==> src/rtl/nv_nvdla_sdp_hls_x_op_feeder.sv <==
// X-stage operand feeder: splits DMA operand packets into independent ALU and MUL
// operand streams, with optional per-channel replay and a per-stream output FIFO.

module nv_nvdla_sdp_hls_x_op_fifo #(
  parameter int W   = 16,
  parameter int DEP = 4
) (
  input  logic         clk,
  input  logic         rst_n,
  input  logic         i_wr_en,
  input  logic [W-1:0] i_wr_data,
  input  logic         i_rd_en,
  output logic [W-1:0] o_rd_data,
  output logic         o_empty,
  output logic         o_full
);
  localparam int AW = $clog2(DEP);

  logic [W-1:0] r_mem [DEP];
  logic [AW:0]  r_wr_ptr;
  logic [AW:0]  r_rd_ptr;
  logic         w_wr;
  logic         w_rd;

  // The extra MSB on each pointer separates full from empty when the indices match.
  assign o_empty   = (r_wr_ptr == r_rd_ptr);
  assign o_full    = (r_wr_ptr[AW] != r_rd_ptr[AW]) &&
                     (r_wr_ptr[AW-1:0] == r_rd_ptr[AW-1:0]);
  assign w_rd      = i_rd_en & ~o_empty;
  assign w_wr      = i_wr_en & (~o_full | w_rd);
  assign o_rd_data = r_mem[r_rd_ptr[AW-1:0]];

  always_ff @(posedge clk or negedge rst_n) begin
    if (!rst_n) begin
      r_wr_ptr <= '0;
      r_rd_ptr <= '0;
      for (int i = 0; i < DEP; i++) r_mem[i] <= '0;
    end else begin
      if (w_wr) begin
        r_mem[r_wr_ptr[AW-1:0]] <= i_wr_data;
        r_wr_ptr                <= r_wr_ptr + 1'b1;
      end
      if (w_rd) r_rd_ptr <= r_rd_ptr + 1'b1;
    end
  end
endmodule

// state    | meaning
// ST_IDLE  | waiting for op_en; counters reload on start
// ST_RUN   | accepting packets and pushing operands into the FIFOs
// ST_DRAIN | all pushes done; waiting for both FIFOs to empty, then op_done
module nv_nvdla_sdp_hls_x_op_feeder #(
  parameter int TP       = 1,
  parameter int FIFO_DEP = 4
) (
  input  logic             nvdla_core_clk,
  input  logic             nvdla_core_rstn,
  input  logic             op_en,
  input  logic             cfg_alu_en,
  input  logic             cfg_mul_en,
  input  logic             cfg_per_chn,
  input  logic [12:0]      cfg_repeat,
  input  logic [31:0]      cfg_beat_num,
  input  logic             dma_rd_pvld,
  output logic             dma_rd_prdy,
  input  logic [32*TP-1:0] dma_rd_pd,
  output logic             chn_alu_op_pvld,
  input  logic             chn_alu_op_prdy,
  output logic [16*TP-1:0] chn_alu_op,
  output logic             chn_mul_op_pvld,
  input  logic             chn_mul_op_prdy,
  output logic [16*TP-1:0] chn_mul_op,
  output logic             op_done
);
  typedef enum logic [1:0] {ST_IDLE, ST_RUN, ST_DRAIN} state_t;

  state_t            r_state;
  state_t            w_state_nxt;
  logic [32*TP-1:0]  r_hold;
  logic              r_hold_vld;
  logic [31:0]       r_push_cnt;
  logic [12:0]       r_rep_cnt;
  logic [16*TP-1:0]  w_hold_alu;
  logic [16*TP-1:0]  w_hold_mul;
  logic              w_alu_empty;
  logic              w_alu_full;
  logic              w_mul_empty;
  logic              w_mul_full;
  logic              w_run;
  logic              w_any_en;
  logic              w_push;
  logic              w_last_push;
  logic              w_release;
  logic              w_accept;
  logic              w_start;

  for (genvar g = 0; g < TP; g++) begin : g_split
    assign w_hold_alu[16*g +: 16] = r_hold[32*g      +: 16];
    assign w_hold_mul[16*g +: 16] = r_hold[32*g + 16 +: 16];
  end

  assign w_run    = (r_state == ST_RUN);
  assign w_start  = (r_state == ST_IDLE) & op_en;
  assign w_any_en = cfg_alu_en | cfg_mul_en;

  // All-or-nothing: a push waits until every enabled FIFO can take it.
  assign w_push      = w_run & r_hold_vld & w_any_en &
                       (~cfg_alu_en | ~w_alu_full) & (~cfg_mul_en | ~w_mul_full);
  assign w_last_push = w_push & (r_push_cnt == cfg_beat_num);
  assign w_release   = w_push & (~cfg_per_chn | (r_rep_cnt == cfg_repeat));

  assign dma_rd_prdy = w_run & w_any_en & (~r_hold_vld | w_release) & ~w_last_push;
  assign w_accept    = dma_rd_pvld & dma_rd_prdy;

  always_ff @(posedge nvdla_core_clk or negedge nvdla_core_rstn) begin
    if (!nvdla_core_rstn) begin
      r_hold     <= '0;
      r_hold_vld <= 1'b0;
    end else if (w_accept) begin
      r_hold     <= dma_rd_pd;
      r_hold_vld <= 1'b1;
    end else if (w_release || w_last_push || !w_run) begin
      // A layer can end mid-replay; the leftover packet is dropped.
      r_hold_vld <= 1'b0;
    end
  end

  always_ff @(posedge nvdla_core_clk or negedge nvdla_core_rstn) begin
    if (!nvdla_core_rstn) begin
      r_push_cnt <= '0;
      r_rep_cnt  <= '0;
    end else if (w_start) begin
      r_push_cnt <= '0;
      r_rep_cnt  <= '0;
    end else if (w_push) begin
      r_push_cnt <= r_push_cnt + 32'd1;
      if (cfg_per_chn && (r_rep_cnt != cfg_repeat)) r_rep_cnt <= r_rep_cnt + 13'd1;
      else                                          r_rep_cnt <= '0;
    end
  end

  always_ff @(posedge nvdla_core_clk or negedge nvdla_core_rstn) begin
    if (!nvdla_core_rstn) r_state <= ST_IDLE;
    else                  r_state <= w_state_nxt;
  end

  always_comb begin
    w_state_nxt = r_state;
    op_done     = 1'b0;
    case (r_state)
      ST_IDLE:  if (op_en) w_state_nxt = ST_RUN;
      ST_RUN:   if (!w_any_en || w_last_push) w_state_nxt = ST_DRAIN;
      ST_DRAIN: begin
        if (w_alu_empty && w_mul_empty) begin
          w_state_nxt = ST_IDLE;
          op_done     = 1'b1;
        end
      end
      default:  w_state_nxt = ST_IDLE;
    endcase
  end

  nv_nvdla_sdp_hls_x_op_fifo #(.W(16*TP), .DEP(FIFO_DEP)) u_alu_fifo (
    .clk       (nvdla_core_clk),
    .rst_n     (nvdla_core_rstn),
    .i_wr_en   (w_push & cfg_alu_en),
    .i_wr_data (w_hold_alu),
    .i_rd_en   (chn_alu_op_prdy),
    .o_rd_data (chn_alu_op),
    .o_empty   (w_alu_empty),
    .o_full    (w_alu_full)
  );

  nv_nvdla_sdp_hls_x_op_fifo #(.W(16*TP), .DEP(FIFO_DEP)) u_mul_fifo (
    .clk       (nvdla_core_clk),
    .rst_n     (nvdla_core_rstn),
    .i_wr_en   (w_push & cfg_mul_en),
    .i_wr_data (w_hold_mul),
    .i_rd_en   (chn_mul_op_prdy),
    .o_rd_data (chn_mul_op),
    .o_empty   (w_mul_empty),
    .o_full    (w_mul_full)
  );

  assign chn_alu_op_pvld = ~w_alu_empty;
  assign chn_mul_op_pvld = ~w_mul_empty;
endmodule

==> config.mk <==
export PLATFORM = sky130hd
export DESIGN_NAME = nv_nvdla_sdp_hls_x_op_feeder
export DESIGN_NICKNAME = d
export VERILOG_FILES = /design/src/rtl/nv_nvdla_sdp_hls_x_op_feeder.sv
export SDC_FILE = /design/constraint.sdc
export NUM_CORES = 1
export LEC_CHECK = 0
export BUFFER_PORTS_ARGS = -buffer_cell sky130_fd_sc_hd__buf_2
export CAP_MARGIN = 10
export CORE_MARGIN = 2
export CORE_UTILIZATION = 50
export DETAILED_ROUTE_END_ITERATION = 8
export GPL_ROUTABILITY_DRIVEN = 0
export GPL_TIMING_DRIVEN = 0
export PLACE_DENSITY = 0.76
export SYNTH_ARGS = -nofsm -noshare
export SYNTH_HDL_FRONTEND = slang
export SYNTH_SLANG_ARGS = --single-unit
==> constraint.sdc <==
create_clock -name nvdla_core_clk -period 2.57 [get_ports nvdla_core_clk]
set_clock_uncertainty 0.2 [all_clocks]
set_input_delay 0.257 -clock nvdla_core_clk [delete_from_list [all_inputs] [get_ports nvdla_core_clk]]
set_output_delay 0.257 -clock nvdla_core_clk [all_outputs]
set_load 0.01 [all_outputs]
==> reports/metrics.yaml, run 1 <==
p_seq_share_pct: 40.9
avgSynthCellArea_um2: 13.7
critPathKind: "flip-flop to flip-flop"
place_inst: 1167
cp.arrival_ps: 2900
maxCapViolCount: 0
p_leak_nw: 6.49
synth_fp_nets: 868
final_cell_mix: "215 x dfrtp_1, 131 x mux2_2, 123 x buf_2"
setup-violations-final: 81
fin_crit_ps: 2720
max_freq_ghz: 0.368
cts_buffer_depth: 3
critPathLaunchType: "flip-flop"
cts_tree: "done"
status: "complete, but fails checks"
power.density_nw_per_um2: 948
yosysTopAreaCell: "dfrtp_1"
drc: 0
drtIter0Drc: 304
viasPerCell: 5.37
rsz0062_at_grt: "yes"
grt_max_degree: 125
cp-end-kind: "flip-flop"
drive_gt1_share_pct: 45.3
tightest_slew_ps: 759
yosys.area.top_type_share_pct: 52.1
p_clk_share_pct: 24.9
die_y_um: 149
crit_top_cell: "buf_6"
power.internal_w: 0.00883
maxSlewHeadroom_pct: 49.0
postLayoutCellArea_um2: 13500
num_vias: 6931
synth_area_um2: 10600
syn_inst: 770
wire_per_inst_um: 18.1
switching_share_pct: 31.0
layout_commonest_cell: "dfrtp_1"
insertion_delay_ps: 500
fin_cells: 1290
power.switching_w: 0.00397
dp_slack_ps: -546
crit_slowest_cell: "or4b_4"
required_ps: 2750
drv_slew: 0
clock-sinks: 220
overflow: 0
dpl.hpwl_um: 14700
netlist_top_cells_area: "dfrtp_1 52%, mux2_2 14%, mux4_2 6.2%"
grt_pass1_vias: 7117
grt_pass1_wl_um: 36900
failed_checks: "negative setup slack"
wl_um: 23300
path_clk_slew_ps: 60
detail-route-antenna-nets: 0
worstPathMaxFanout: 10
drt-pass1-iter-count: 4
dieWidth_um: 149
worstPathCellList: "xor2_2, or4b_4, buf_4, buf_6, o2111a_1, buf_6, buf_6, nand2_8, buf_12, mux2_2"
portBuffers: 121
track_usage_pct: 21.0
diodes: 0
cts_buffers: 23
fin_hold_ws_ps: 50.3
hold_viol: 0
combPwrFrac_pct: 34.2
start_util_pct: 50.6
synth-seq-cells: 220
hold_path.class: "primary input to flip-flop"
final_nets: 1101
htreeDepth: 1
synth_cell_types: 52
ys_seq_area_share_pct: 52.1
clock-root-buffer: "clkbuf_16"
synthToLayoutAreaGrowth_pct: 27.8
period_share_pct: 106
core-area_um2: 20900
placementRows: 53
ir_drop_mv: 0.596
die-area_um2: 22300
num_io_pins: 122
placed_area_um2: 11600
slowest_delay_ps: 550
post-route-util_pct: 64.6
layout_setup_ws_ps: -150
antenna_found_initial: 0
ys_warn_count: 0
## path summary, 6_finish.rpt
check	slack, ps	cells past startpoint	from	to
worst max register to register	-150	10	u_alu_fifo.r_wr_ptr[1]	u_mul_fifo.r_mem[54]
worst min register to register	290	1	r_state[1]	r_state[0]
worst min-delay path	50	5	cfg_per_chn	r_hold_vld
max in group asynchronous	980	3	nvdla_core_rstn	u_alu_fifo.r_mem[42]
min in group asynchronous	150	2	nvdla_core_rstn	r_push_cnt[29]
worst max-delay path	-150	10	u_alu_fifo.r_wr_ptr[1]	u_mul_fifo.r_mem[54]
## metal layers
layer / vias to the layer above / share of wire (%) / global-route usage [%]
li1: 3218 / - / -
met1: 3500 / 44 / 29.2
met5: - / 0 / 0
met4: 0 / 1.5 / 4.76
met3: 23 / 5.4 / 3.91
met2: 190 / 49 / 34.6
## power groups by stage
stage | clock (W) | combinational (W) | sequential (W)
3_5_place_dp | 0 | 0.00377 | 0.00526
3_3_place_gp | 0 | 0.00367 | 0.00522
5_1_grt | 0.00341 | 0.00472 | 0.00539
2_1_floorplan | 0 | 0.00283 | 0.00500
4_1_cts | 0.00327 | 0.00424 | 0.00522
6_report | 0.00319 | 0.00437 | 0.00524
## critical path, delay by kind of cell, from the launching register on
kind	cells	cell delay, ps
AO/OA/AOI/OAI	1	140
AND/OR/NAND/NOR	2	620
flip-flops	1	410
multiplexers	1	340
XOR/XNOR	1	200
buffers and inverters	5	700
## registers in the layout, indices dropped and copies added (netlist names)
name	flops
u_alu_fifo.r_mem	64
u_mul_fifo.r_mem	64
r_hold	32
r_push_cnt	32
r_rep_cnt	13
u_alu_fifo.r_rd_ptr	3
u_alu_fifo.r_wr_ptr	3
u_mul_fifo.r_rd_ptr	3
u_mul_fifo.r_wr_ptr	3
r_state	2
r_hold_vld	1
## cell type report
| class | instances | area [µm²] |
|---|---|---|
| clock inverter | 4 | 47.5 |
| multi-input combinational | 506 | 5000 |
| buffer | 27 | 308 |
| fill | 1571 | 7390 |
| inverter | 13 | 48.8 |
| sequential | 220 | 5510 |
| timing repair buffer | 212 | 1570 |
| clock buffer | 33 | 663 |
| tap | 275 | 344 |
## synth_stat cells, drive strengths merged
cell type / n
and3: 3
xor2: 45
inv: 13
dfrtp: 220
ha: 12
a21oi: 5
mux4: 32
o2111a: 1
nor3b: 4
mux2: 162
nor3: 16
a32o: 2
o311ai: 1
and4b: 1
or4: 3
nor2: 51
nand2b: 2
nand3: 13
or4b: 2
and2: 1
or3: 5
o21ai: 8
and3b: 1
buf: 22
nand4: 11
a21boi: 1
nor4b: 2
nor2b: 1
nand2: 37
or2: 2
nor4: 21
xnor2: 52
nand4b: 3
clkbuf: 9
o22ai: 2
a31o: 1
a211oi: 1
a31oi: 1
o31a: 1
## cells by family (layout without fill, tap and decap cells)
logic type               Yosys count  count (layout)  share of synthesized area (%)
flip-flops                       220             220                           52.1
adder cells (fa/ha/maj)           12              12                           1.42
multiplexers                     194             194                           25.3
AND/OR/NAND/NOR                  179             179                           8.97
XOR/XNOR                          97              97                           8.04
buffers and inverters             44             289                           2.50
AO/OA/AOI/OAI                     24              24                           1.71
## repair_timing
| action | CTS | global route |
|---|---|---|
| setup endpoints to repair | 191 | 164 |
| hold buffers | 38 | 0 |
| cloned | 3 | 0 |
| buffers inserted | 33 | 16 |
| resized for setup | 70 | 29 |
| pin swaps | 13 | 15 |
| endpoints found under the hold margin | 136 | 0 |
## metrics by stage
| step | total power, W | TNS, ps |
|---|---|---|
| floorplan | 0.00783 | -2720 |
| global placement | 0.00888 | -642140 |
| detailed placement | 0.00903 | -49250 |
| CTS | 0.0127 | -16810 |
| global route | 0.0135 | -12960 |
| finish | 0.0128 | -8860 |
(Power assumes the default switching activity.)
==> run 2, diff against run 1 <==
CORE_UTILIZATION = 53   (was 50)
PLACE_DENSITY = 0.79   (was 0.76)
SETUP_SLACK_MARGIN = 0.3   (was default)
==> reports/metrics.yaml, run 2 (synthesis gave the netlist of run 1 again) <==
detail-route-antenna-nets: 0  # unchanged
antenna_found_initial: 0  # unchanged
power.density_nw_per_um2: 983  # +3.7%
placementRows: 51  # -3.8%
fillCellCount: 970  # -38%
tns_ps: -28610  # -19750 ps
wire_per_inst_um: 23.5  # +30%
grt_pass1_vias: 7977  # +12%
crit_slowest_cell: "or4b_4"
clock-root-buffer: "clkbuf_16"
top_regs: "u_alu_fifo.r_mem (64), u_mul_fifo.r_mem (64)"
p_clk_share_pct: 22.7  # -2.2 points
slowest_delay_ps: 500  # -50 ps
track_usage_pct: 26.6  # +5.6 points
post-route-util_pct: 80.4  # +16 points
drt-pass1-iter-count: 5  # +1
multi_input_area_um2: 5780  # +16%
ir_drop_mv: 0.753  # +26%
start_util_pct: 54.1  # +3.5 points
rsz0062_at_grt: "yes"
tightest_slew_ps: 1040  # +277 ps
final_nets: 1167  # +6.0%
drv_slew: 0  # unchanged
p_leak_nw: 7.68  # +18%
max_freq_ghz: 0.339  # -7.8%
cts_tree: "done"
worstPathMaxFanout: 4  # -6
final_cell_mix: "212 x dfrtp_1, 159 x mux2_4, 89 x buf_2"
wl_um: 31700  # +36%
worstPathCellList: "buf_6, xor2_4, or4b_4, buf_6, nand3_4, and2_4, nor2_2, and3b_1, buf_2"
overflow: 0  # unchanged
num_vias: 7709  # +11%
maxSlewHeadroom_pct: 30.3  # -19 points
fin_crit_ps: 2950  # +230 ps
dieWidth_um: 145  # -2.8%
diodes: 0  # unchanged
synthToLayoutAreaGrowth_pct: 48.6
critPathKind: "flip-flop to output pin"
layout_commonest_cell: "dfrtp_1"
cts_buffers: 24  # +4.3%
num_io_pins: 122  # unchanged
seq_area_um2: 5520  # about the same
clock-sinks: 220  # unchanged
portBuffers: 121  # unchanged
switching_share_pct: 32.1  # +1.1 points
cts_buffer_depth: 3  # unchanged
die_y_um: 145  # -2.8%
period_share_pct: 115  # +9.0 points
p_seq_share_pct: 35.7  # -5.2 points
viasPerCell: 5.72  # +6.5%
failed_checks: "negative setup slack"
power.internal_w: 0.0105  # +19%
insertion_delay_ps: 510  # about the same
grt_max_degree: 119  # -4.8%
cp-end-kind: "output pin"
combPwrFrac_pct: 41.6  # +7.4 points
drive_gt1_share_pct: 52.8  # +7.5 points
critPathLaunchType: "flip-flop"
fin_hold_ws_ps: 37.1  # -13.2 ps
wl_met2_um: 16500  # +44%
hold_path.class: "primary input to flip-flop"
layout_setup_ws_ps: -381  # -230 ps
htreeDepth: 1  # unchanged
wl_met1_um: 12800  # +25%
path_clk_slew_ps: 60  # about the same
wl_met3_um: 1380  # +9.8%
die-area_um2: 21100  # -5.5%
maxCapViolCount: 0  # unchanged
dp_slack_ps: -431  # +115 ps
setup-violations-final: 133  # +64%
drtIter0Drc: 546  # +80%
dpl.hpwl_um: 14600  # -0.32%
crit_top_cell: "buf_6"
required_ps: 2110  # -640 ps
core-area_um2: 19500  # -6.5%
power.switching_w: 0.00495  # +25%
top_layer: "met4"
hold_viol: 0  # unchanged
total_power_w: 0.0154  # +21%
drc: 0  # unchanged
cp.arrival_ps: 2490  # -410 ps
grt_pass1_wl_um: 44500  # +21%
status: "complete, but fails checks"
-- run 2: changes by cell type in the layout (fill, tap and decap cells not counted), sizes merged --
cell / previous run / this run
buf: 194 / 259
bufbuf: 3 / 0
clkbuf: 37 / 42
clkinv: 2 / 3
bufinv: 1 / 2
dlygate4sd3: 38 / 37
clkinvlp: 1 / 0
-- run 2: final cells by class --
cell class | count | area share, %
well taps | 265 | 2.11
inverters | 13 | 0.311
clock buffers | 34 | 4.58
multi-input cells | 506 | 36.9
plain buffers | 31 | 3.12
repair buffers | 273 | 17.4
flip-flops and latches | 220 | 35.1
clock inverters | 5 | 0.478
-- run 2: metrics by stage --
step / cells / cell area, µm²
floorplan: 770 / 10800
global placement: 1156 / 11700
detailed placement: 1157 / 11700
CTS: 1307 / 14800
global route: 1347 / 15700
finish: 1347 / 15700
-- run 2: final timing paths --
path,from,endpoint,slack [ps],depth (start not counted)
worst max-delay path,u_alu_fifo.r_rd_ptr[0],dma_rd_prdy,-380,9
worst min-delay path,cfg_alu_en,r_state[1],40,4
worst max register to register,u_alu_fifo.r_rd_ptr[0],r_hold[21],-350,12
worst min register to register,u_mul_fifo.r_mem[22],u_mul_fifo.r_mem[22],310,1
max in group asynchronous,nvdla_core_rstn,u_alu_fifo.r_wr_ptr[2],960,3
min in group asynchronous,nvdla_core_rstn,r_push_cnt[27],160,2
-- run 2: worst max-delay path: cells and delay by family (launching register included) --
| kind | cells | cell delay (ps) |
|---|---|---|
| xor+xnor | 1 | 180 |
| buf+inv | 3 | 410 |
| flops | 1 | 400 |
| simple gates | 5 | 990 |
-- run 2: routing by layer --
layer  vias to the layer above  track usage, %
li1                       3366               -
met2                       265            45.0
met1                      4007            36.7
met3                        71            3.71
met5                         -               0
met4                         0            7.01
-- run 2: timing repair --
action,4_1_cts,5_1_grt
hold buffers,37,0
setup endpoints to repair,231,245
buffers inserted,60,39
resized for setup,237,135
pin swaps,20,34
cloned,14,1
endpoints found under the hold margin,141,0
-- run 2: power by group through the flow --
| stage | logic [W] | registers, W | clock network (W) |
|---|---|---|---|
| floorplan | 0.00297 | 0.00500 | 0 |
| global placement | 0.00379 | 0.00523 | 0 |
| detailed placement | 0.00389 | 0.00527 | 0 |
| CTS | 0.00557 | 0.00529 | 0.00348 |
| global route | 0.00670 | 0.00560 | 0.00368 |
| finish | 0.00642 | 0.00550 | 0.00350 |
==> run 3, diff against run 2 <==
--- a/config.mk
+++ b/config.mk
@@ -12,5 +12,4 @@
 export DETAILED_ROUTE_END_ITERATION = 8
 export GPL_ROUTABILITY_DRIVEN = 0
-export GPL_TIMING_DRIVEN = 0
 export PLACE_DENSITY = 0.79
 export SETUP_SLACK_MARGIN = 0.3
==> constraint.sdc (replaced) <==
create_clock -name nvdla_core_clk -period 2.57 [get_ports nvdla_core_clk]
set_clock_uncertainty 0.2 [all_clocks]
set_input_delay 0.1285 -clock nvdla_core_clk [delete_from_list [all_inputs] [get_ports nvdla_core_clk]]
set_output_delay 0.1285 -clock nvdla_core_clk [all_outputs]
set_load 0.01 [all_outputs]
==> reports/metrics.yaml, run 3 (synthesis gave the netlist of run 1 again) <==
status: "complete, but fails checks"
failed_checks: "negative setup slack"
overflow: 0  # unchanged
fin_hold_ws_ps: 11.0  # -26.1 ps
timing.rr.end: "r_hold[5]"
wire_per_inst_um: 22.2  # -5.8%
crit_slowest_cell: "dfrtp_1"
portBuffers: 121  # unchanged
core-area_um2: 19500  # unchanged
maxSlewHeadroom_pct: 47.0  # +17 points
cts_tree: "done"
antenna_found_initial: 0  # unchanged
track_usage_pct: 23.6  # -3.0 points
grt_pass1_wl_um: 40200  # -9.7%
layout_commonest_cell: "dfrtp_1"
cts_buffers: 24  # unchanged
diodes: 0  # unchanged
drt-pass1-iter-count: 5  # unchanged
cp-end-kind: "output pin"
critPathBufInv: 3  # unchanged
placed_area_um2: 11900  # +1.1%
worstPathMaxFanout: 2  # -2
hold_viol: 0  # unchanged
htreeDepth: 1  # unchanged
worstRegToRegCells: 8  # -4
worstPathCellList: "xor2_1, nor4_1, buf_4, nand4_1, buf_6, nor3_4, and3b_2, buf_6"
p_leak_nw: 7.52  # -2.0%
top_regs: "u_alu_fifo.r_mem (64), u_mul_fifo.r_mem (64)"
num_io_pins: 122  # unchanged
die-area_um2: 21100  # unchanged
reg2reg_from: "r_push_cnt[14]"
placementRows: 51  # unchanged
postLayoutCellArea_um2: 15000  # -4.6%
synthToLayoutAreaGrowth_pct: 41.8
tightest_slew_ps: 788  # -248 ps
start_util_pct: 54.1  # unchanged
max_freq_ghz: 0.365  # +7.8%
period_share_pct: 107  # -8.3 points
maxCapViolCount: 0  # unchanged
path_clk_slew_ps: 70  # about the same
drv_slew: 0  # unchanged
detail-route-antenna-nets: 0  # unchanged
drc: 0  # unchanged
ir_drop_mv: 0.644  # -14%
viasPerCell: 5.76  # +0.72%
fin_crit_ps: 2740  # -213 ps
insertion_delay_ps: 510  # about the same
grt_max_degree: 88  # -26%
grt_pass1_vias: 7412  # -7.1%
die_y_um: 145  # unchanged
layout_setup_ws_ps: -168  # +213 ps
path_delay_family: "simple AND/OR/NAND/NOR gates"
hold_path.class: "primary input to asynchronous set/reset pin"
total_power_w: 0.0143  # -7.2%
slowest_delay_ps: 410  # -90 ps
final_nets: 1135  # -2.7%
ff2ff_setup_slack_ps: -160  # +190 ps
setup-violations-final: 33  # -75%
fin_cells: 1319  # -2.1%
final_cell_mix: "217 x dfrtp_1, 160 x mux2_4, 119 x buf_2"
critPathKind: "flip-flop to output pin"
required_ps: 2240  # +130 ps
crit_top_cell: "buf_6"
cp.arrival_ps: 2410  # -80 ps
rsz0062_at_grt: "yes"
dpl.hpwl_um: 14000  # -4.0%
dieWidth_um: 145  # unchanged
drtIter0Drc: 502  # -8.1%
wl_um: 29200  # -7.7%
drive_gt1_share_pct: 51.9  # -0.88 points
power.density_nw_per_um2: 956  # -2.8%
clock-root-buffer: "clkbuf_16"
place_inst: 1179  # +1.9%
tns_ps: -4410  # +24200 ps
critPathLaunchType: "flip-flop"
num_vias: 7603  # -1.4%
clock-sinks: 220  # unchanged
cts_buffer_depth: 3  # unchanged
==> run 3: changes by cell type in the layout (fill, tap and decap cells not counted), sizes merged <==
| cell | before | now |
|---|---|---|
| buf | 259 | 220 |
| nand2 | 37 | 46 |
| clkbuf | 42 | 35 |
| clkinv | 3 | 7 |
| dlygate4sd3 | 37 | 40 |
| clkinvlp | 0 | 2 |
==> run 3: per-layer routing <==
layer,GRT usage [%],wire length (µm)
met5,0,0
met4,5.54,732
met3,3.74,1760
met2,38.1,14800
met1,34.0,12000
==> run 3: cell type report <==
| class | count | area [µm²] |
|---|---|---|
| Sequential cell | 220 | 5510 |
| Fill cell | 1092 | 4550 |
| Clock inverter | 11 | 114 |
| Multi-Input combinational cell | 515 | 6110 |
| Clock buffer | 32 | 692 |
| Timing Repair Buffer | 263 | 2170 |
| Tap cell | 265 | 332 |
| Inverter | 13 | 48.8 |
==> run 3: report_power, final <==
group | leakage (nW) | internal [W] | total [W] | switching [W]
combinational | 4.19 | 0.00313 | 0.00544 | 0.00231
sequential | 2.93 | 0.00446 | 0.00539 | 0.000929
clock | 0.397 | 0.00209 | 0.00348 | 0.00139
==> run 3: worst reg2reg max path, cell delays in order, from the launching register on <==
cell and delay (ps):
dfrtp_1 470, xor2_1 200, nor4_1 330, nand4_1 260, buf_4 220, o311ai_4 290, nor3_4 90, buf_12 210
mux2_4 340
==> run 3: timing repair <==
| item | in CTS | in global routing |
|---|---|---|
| buffers inserted | 17 | 27 |
| pin swaps | 16 | 44 |
| endpoints found under the setup margin | 208 | 211 |
| hold buffers | 40 | 0 |
| cloned | 8 | 5 |
| gates resized for setup | 114 | 172 |
| hold endpoints to repair | 249 | 0 |
==> run 3: worst max path at each step <==
stage                                 startpoint          end  slack (ps)  cells after the start
after floorplan           u_alu_fifo.r_rd_ptr[0]    r_hold[0]         -90                      9
after global placement            r_push_cnt[22]   r_hold[23]          40                      7
after detailed placement  u_alu_fifo.r_wr_ptr[1]   r_hold[25]          30                      7
after CTS                 u_alu_fifo.r_wr_ptr[1]  dma_rd_prdy         -70                      7
after global routing              r_push_cnt[13]  dma_rd_prdy        -310                      8
final                             r_push_cnt[13]  dma_rd_prdy        -170                      8
==> run 3: per-stage QoR <==
stage | utilization (%) | worst slack [ps]
floorplan | - | -90.6
global placement | 60.8 | 44.3
detailed placement | 60.8 | 28.7
CTS | 70.8 | -69.9
global route | 76.7 | -313
finish | 76.7 | -168
